$ cat src/rtl/clock_failover_controller.sv
// clock_failover_controller
// Watches the two inputs of a glitch-free clock mux from an always-running
// reference clock and decides which one the mux should select. A source is
// declared dead after a run of silent reference cycles. It is declared alive
// again after a run of closely spaced edges. In automatic mode the select
// moves away from a dead preferred source and returns once it recovers.
// Successive select changes are spaced by a hold-off window so the mux can
// settle between switches.
module clock_failover_controller #(
  parameter int STAGES         = 2,
  parameter int TIMEOUT_CYCLES = 16,
  parameter int RECOVERY_EDGES = 8,
  parameter int HOLDOFF_CYCLES = 32
) (
  input  logic clock,
  input  logic resetn,
  input  logic clock_0_monitored,
  input  logic clock_1_monitored,
  input  logic preferred,
  input  logic auto_enable,
  output logic select,
  output logic clock_0_alive,
  output logic clock_1_alive,
  output logic both_dead,
  output logic failover
);

  localparam int SW = $clog2(TIMEOUT_CYCLES + 1);
  localparam int RW = $clog2(RECOVERY_EDGES + 1);
  localparam int HW = $clog2(HOLDOFF_CYCLES + 1);

  localparam logic [SW-1:0] SIL_MAX   = SW'(TIMEOUT_CYCLES);
  localparam logic [SW-1:0] SIL_LAST  = SW'(TIMEOUT_CYCLES - 1);
  localparam logic [RW-1:0] REC_LAST  = RW'(RECOVERY_EDGES - 1);
  localparam logic [HW-1:0] HOLD_LOAD = HW'(HOLDOFF_CYCLES - 1);

  logic [1:0]        mon_in;
  logic [STAGES-1:0] sync_q    [2];
  logic [STAGES-1:0] sync_d    [2];
  logic [1:0]        hist_q, hist_d;
  logic [1:0]        edge_det;
  logic [1:0]        timeout_hit;
  logic [SW-1:0]     silence_q [2];
  logic [SW-1:0]     silence_d [2];
  logic [RW-1:0]     recov_q   [2];
  logic [RW-1:0]     recov_d   [2];
  logic [1:0]        alive_q, alive_d;
  logic              select_q, select_d;
  logic              failover_q, failover_d;
  logic [HW-1:0]     holdoff_q, holdoff_d;
  logic              target;
  logic              do_switch;

  assign mon_in = {clock_1_monitored, clock_0_monitored};

  // Per source: synchronize, detect either polarity of edge, and track
  // silence and recovery runs to decide the alive status.
  always_comb begin
    for (int i = 0; i < 2; i++) begin
      sync_d[i]      = {sync_q[i][STAGES-2:0], mon_in[i]};
      hist_d[i]      = sync_q[i][STAGES-1];
      edge_det[i]    = sync_q[i][STAGES-1] != hist_q[i];
      timeout_hit[i] = !edge_det[i] && (silence_q[i] == SIL_LAST);
      silence_d[i]   = silence_q[i];
      recov_d[i]     = recov_q[i];
      alive_d[i]     = alive_q[i];
      if (edge_det[i]) begin
        silence_d[i] = '0;
      end else if (silence_q[i] != SIL_MAX) begin
        silence_d[i] = silence_q[i] + 1'b1;
      end
      if (timeout_hit[i]) begin
        alive_d[i] = 1'b0;
        recov_d[i] = '0;
      end else if (edge_det[i] && !alive_q[i]) begin
        if (recov_q[i] == REC_LAST) begin
          alive_d[i] = 1'b1;
          recov_d[i] = '0;
        end else begin
          recov_d[i] = recov_q[i] + 1'b1;
        end
      end
    end
  end

  // Choose the wanted source and move select toward it once hold-off is over.
  always_comb begin
    target = select_q;
    if (!auto_enable) begin
      target = preferred;
    end else if (alive_q[preferred]) begin
      target = preferred;
    end else if (alive_q[~preferred]) begin
      target = ~preferred;
    end
    do_switch  = (target != select_q) && (holdoff_q == '0);
    select_d   = do_switch ? target : select_q;
    failover_d = do_switch && auto_enable && (target != preferred);
    holdoff_d  = holdoff_q;
    if (do_switch) begin
      holdoff_d = HOLD_LOAD;
    end else if (holdoff_q != '0) begin
      holdoff_d = holdoff_q - 1'b1;
    end
  end

  // State register with synchronous active-low reset.
  always_ff @(posedge clock) begin
    if (!resetn) begin
      for (int i = 0; i < 2; i++) begin
        sync_q[i]    <= '0;
        silence_q[i] <= '0;
        recov_q[i]   <= '0;
      end
      hist_q     <= '0;
      alive_q    <= '0;
      select_q   <= 1'b0;
      failover_q <= 1'b0;
      holdoff_q  <= '0;
    end else begin
      for (int i = 0; i < 2; i++) begin
        sync_q[i]    <= sync_d[i];
        silence_q[i] <= silence_d[i];
        recov_q[i]   <= recov_d[i];
      end
      hist_q     <= hist_d;
      alive_q    <= alive_d;
      select_q   <= select_d;
      failover_q <= failover_d;
      holdoff_q  <= holdoff_d;
    end
  end

  assign select        = select_q;
  assign clock_0_alive = alive_q[0];
  assign clock_1_alive = alive_q[1];
  assign both_dead     = ~|alive_q;
  assign failover      = failover_q;

endmodule

$ cat config.mk
export PLATFORM = sky130hd
export DESIGN_NAME = clock_failover_controller
export DESIGN_NICKNAME = d
export VERILOG_FILES = /design/src/rtl/clock_failover_controller.sv
export SDC_FILE = /design/constraint.sdc
export NUM_CORES = 1
export LEC_CHECK = 0
export CORE_ASPECT_RATIO = 2
export CORE_MARGIN = 4
export CORE_UTILIZATION = 41
export DETAILED_ROUTE_END_ITERATION = 10
export DONT_BUFFER_PORTS = 1
export HOLD_SLACK_MARGIN = 0.1
export PLACE_DENSITY = 0.57
export SLEW_MARGIN = 5
export SYNTH_ARGS = -nofsm -noshare
export SYNTH_HDL_FRONTEND = slang
export SYNTH_SLANG_ARGS = --single-unit
$ cat constraint.sdc
create_clock -name clock -period 2.1 [get_ports clock]
set_clock_uncertainty 0.1 [all_clocks]
set_input_delay 0.42 -clock clock [delete_from_list [all_inputs] [get_ports clock]]
set_output_delay 0.42 -clock clock [all_outputs]
set_load 0.01 [all_outputs]
---- Yosys cells after proc, flatten, opt, wreduce, memory -nomap -nowiden ----
Memories as Yosys holds them, arrays and structs flattened.
Cells that the tools add are included.
operators by class
  eq/ne operators ......................... 10
  reduce and logical (&&, ||, !) cells .... 21
  add/sub/neg operators ................... 5
  $lt $le $gt $ge ......................... 2
  muxes and demuxes ....................... 27
  bitwise operators ....................... 8
operator list
  kind                                                         count
  2-to-1 mux 5 bit                                             8
  2-to-1 mux 4 bit                                             8
  adder 5 x 1 -> 5 bit (second input constant)                 2
  equality test 5 x 4 -> 1 bit (second input constant)         2
  != test 5 bit (second input constant)                        2
  2-to-1 mux 1 bit                                             9
  adder 4 x 1 -> 4 bit (second input constant)                 2
  equality test 4 x 3 -> 1 bit (second input constant)         2
  OR reduction 2 bit                                           4
  logical AND 1 bit                                            7
  zero test 6 bit                                              1
  OR 1 bit                                                     6
  nonzero test 6 bit                                           1
  subtractor 6 x 1 -> 6 bit (second input constant)            1
  zero test 1 bit                                              5
  less-than comparator 1 x 2 -> 1 bit (second input constant)  2
  2-to-1 mux 2 bit                                             2
  != test 1 bit                                                4
  AND reduction 2 bit                                          2
  NOT 1 bit                                                    2
  nonzero test 2 bit                                           1
storage, ports and cells
  flip-flop bits (word level) ............. 12
  output and inout bits ................... 5
  memory bits (writable) .................. 22
  input bits .............................. 6
  memories kept ........................... 3
memory list
  memory     depth  bits a word  read ports  clocked after Yosys merged registers in  write ports  RTL line  source
  silence_q  2      5            2           0                                        2            43        logic [SW-1:0] silence_q [2];
  recov_q    2      4            2           0                                        2            45        logic [RW-1:0] recov_q [2];
  sync_q     2      2            2           0                                        2            38        logic [STAGES-1:0] sync_q [2];

---- Longest topological paths before layout ----
  depth after elaboration ................. 10
  mapped depth ............................ 7
  mapped depth without buffers ............ 6

---- Worst setup path before layout ----
OpenSTA, ideal clock, no wires.
  kind .................................... flip-flop to flip-flop
  start ................................... register holdoff_q[0]
  end ..................................... register select_q, in the netlist select
  path slack .............................. 361 ps
  data arrival time ....................... 1521 ps
  setup time .............................. 119 ps
  clock period less this slack ............ 1739 ps
  path buffers ............................ 1
  stages on the path, launching flop included .. 7
  path through ............................ dfxtp_1 > inv_1 > ha_1 > nor3b_2 > or3b_1 > buf_6 > o221a_2
on the way
  longest elaborated chain between the ends .. 2
ends and longest elaborated chain
  what                    RTL line  source
  from (decl)             50        logic [HW-1:0] holdoff_q, holdoff_d;
  from (signal assigned)  130       holdoff_q <= holdoff_d;
  zero test 6 bit         96        do_switch = (target != select_q) && (holdoff_q == '0);
  logical AND 1 bit       96
  to (signal assigned)    128       select_q <= select_d;
  to (decl)               48        logic select_q, select_d;
Every way passes these cells.
A chain may end at the register's enable or synchronous reset.

---- Worst setup path after layout ----
Ends and elaborated chain as after synthesis.

==> metrics.md <==
| Metric | Value |
|---|---|
| Switching share of power | 27.76% |
| Row cnt | 31 |
| Clk sinks | 34 |
| Area grow syn2layout | 11.68% |
| Sequential Power Share | 41.0% |
| Core area | 3685 um2 |
| Arrival time worst endpoint | 2.04 ns |
| Die Width | just over 50 um |
| Crit-path max FO | 10 |
| Largest family of logic cells by synthesized area | simple AND/OR/NAND/NOR gates |
| # DRC | 0 |
| Fin crit period | roughly 2.0 ns |
| Worst r2r src | holdoff_q[0] |
| Synth Area in Compound Gates | 9.787% |
| Final setup fails | 0 |
| Number of synthesized register bits | 34 |
| Part of the power in combinational logic | 21.6% |
| First-pass GRT wire length | 4.968 mm |
| Xor-xnor portion of the synthesized cell area | under 10% |
| Die area | 4986 um2 |
| Max-cap violations | 0 |
| Switching pwr | 552.8 uW |
| Starting density of the core | 43.02% |
| DP HPWL | 2.189 mm |
| Crit. End Element | flip-flop |
| Detailed Routing Iterations Pass 1 | 4 |
| Tot Pwr | 1991 uW |
| Synthesized cell area | 1585 um2 |
| Nets | 195 |
| Starting DRT DRC Count | 16 |
| Hold Fails Final Rpt | 0 |
| Least-Margin Pin Slew | 0.5431 ns |
| Initial antenna violation count | 0 |
| Top FF cell, synth | dfxtp_1 |
| FF-to-FF End | select |
| CTS tree | done |
| Multi-input logic area | 829.5 um2 |
| Part of the Yosys area used for sequential elements | 42.94% |
| CTS root buffer | clkbuf_8 |
| Hold_ws | roughly 0.15 ns |
| Status | finished clean |
| Final Max Tran Viols | 0 |
| Vias per cell | 5.148 |
| WL/cell | 12.47 um |
| Final period utilization | just over 90% |
| Hold Crit Class | in2reg |
| Crit start category | flip-flop |
| Clock Power Share | between 30% and 40% |
| Post-cts hold buffer count | 0 |
| Register area | 680.7 um2 |
| Netlist cell types | 38 |
| Reg2Reg Setup Slack | between 0.1 and 0.15 ns |
| CTS Buf Count | 5 |
| Worst-case reg-to-reg path depth | 5 |
| Die height | 95.94 um |
| Static Leak | 0.0006840 uW |
| Maximum clock path buffer count | 2 |
| Synth Area in Adders | under 10% |
| Total Neg Setup Slack | 0 ns |
| Crit path to | select |
| Syn Area/Cell | 8.956 um2 |
| Max Clock Freq | 509.7 MHz |
| Synth warn | 0 |
| EDFF count, synth | 0 |
| Antenna cells | 0 |
| Top cells by area, synth | dfxtp_1 (43%), ha_1 (7.1%), nor2_1 (6.4%) |
| WP data required | between 2 and 2.5 ns |
| Vias in the first global route | 1,190 |
| Simple-Gate Fraction of Synth Area | 26.20% |
| Largest area contributor in the netlist | dfxtp_1 |
| PortBufs | 0 |
| Filler cells | 363 |
| Syn_nets | 192 |
| VDD IR max | between 0.7 and 0.8 mV |
| GRT Residual Overflow | 0 |
| Critical Path Start | holdoff_q[0] |
| Worst-Skew Late Latency | 0.29 ns |
| FFs w/ async S/R, synth | 0% |
| Crit Path Class | reg2reg |
| Worst-path clk slew | 0.07 ns |
| Internal power | 1438 uW |
| H-tree depth | 2 |
| Commonest non-fill, non-tap cell in the layout | dfxtp_1 |
| Cells after Synth | approximately 180 |
| Final ANT Viol Nets | 0 |
| Post-CTS sizing | 0 |
| Via count of the routed design | 1,184 |
| RSZ-0062 raised after global routing | false |
| Pwr dens | approximately 1100 nW/um2 |
| Synth top area share | 42.94% |
| Placer Congestion | 0.7452 |
| Total routing usage reported by global routing | between 10% and 20% |
| WL final | about 2.9 mm |
| Mux share of post-synthesis cell area | 3.157% |
| Slew Limit Headroom | 63.53% |
| Number of post-CTS setup repair buffers | 0 |
| Layout cells sized above 1 | 10.50% |
| Pin count of the biggest net entering global routing | 21 |
| Io pins | 11 |
| Most frequent cells in the layout | dfxtp_1 (34), nor2_1 (27), nand2_1 (14) |
==> critical path, stage by stage, from the launching register on <==
cell,delay (ns)
dfxtp_1,0.34
inv_1,0.07
ha_1,0.17
nor3b_2,0.26
or3b_1,0.57
o221a_2,0.35
==> metal layers <==
layer | routed length (um) | global-route usage [%] | vias to the layer above
met1 | 1000 | 11.95 | 556
li1 | - | - | 602
met5 | 0 | 0 | -
met3 | 82 | 3.256 | 9
met2 | 1663 | 25.21 | 17
met4 | 119 | 10.28 | 0
==> kinds of logic after synthesis <==
group                      Yosys count
and+or+nand+nor                     79
DFF                                 34
AOI/OAI and AO/OA                   21
buffers and inverters               18
xor gates and xnor gates            11
adders and majority gates            9
muxes                                5
==> metrics by stage <==
step	cells	setup WS [ns]	cell area [um2]	utilization, %
3_5_place_dp	222	0.1411	1628	44.18
3_3_place_gp	222	0.2240	1628	44.18
6_report	230	0.1382	1770	48.05
5_1_grt	230	0.01429	1770	48.05
2_1_floorplan	177	0.3608	1585	-
4_1_cts	230	0.1286	1770	48.05
==> cell usage after synthesis (all sizes together), types with 4 or more instances <==
cell type / n
nor2: 27
mux2i: 5
nand3: 5
xnor2: 9
nor3: 7
clkbuf: 4
a21oi: 11
ha: 9
inv: 13
dfxtp: 34
and2: 6
nand2: 14
==> power groups by stage <==
stage / Sequential (uW) / Combinational [uW] / Clock [uW]
finish: 816 / 429 / 746
CTS: 817 / 436 / 761
global route: 831 / 491 / 788
detailed placement: 832 / 434 / 0
global placement: 827 / 414 / 0
floorplan: 808 / 405 / 0
==> layout make-up <==
type                            instances  area share, %
Timing Repair Buffer                    1         0.4240
Clock buffer                            6          4.664
Multi-Input combinational cell        125          46.86
Sequential cell                        34          38.45
Clock inverter                          2          3.392
Tap cell                               49          3.463
Inverter                               13          2.756
==> state kept, by name (all words and copies together), names as in the netlist <==
name and cells:
holdoff_q 6, select 1, silence_q 10, recov_q 8, failover 1, hist_q 2
sync_q 4, alive_q 2
==> worst min path at each step <==
stage,to,from,slack (ns),cells after the start
after floorplan,sync_q[0][1],sync_q[0][0],0.31,1
after detailed placement,sync_q[0][3],sync_q[0][2],0.32,1
after CTS,sync_q[0][0],resetn,0.14,1
after global placement,sync_q[0][1],sync_q[0][0],0.32,1
final,sync_q[0][0],resetn,0.15,1
after global routing,sync_q[0][1],resetn,0.14,1
No activity file was read; power rests on OpenSTA's default activity.
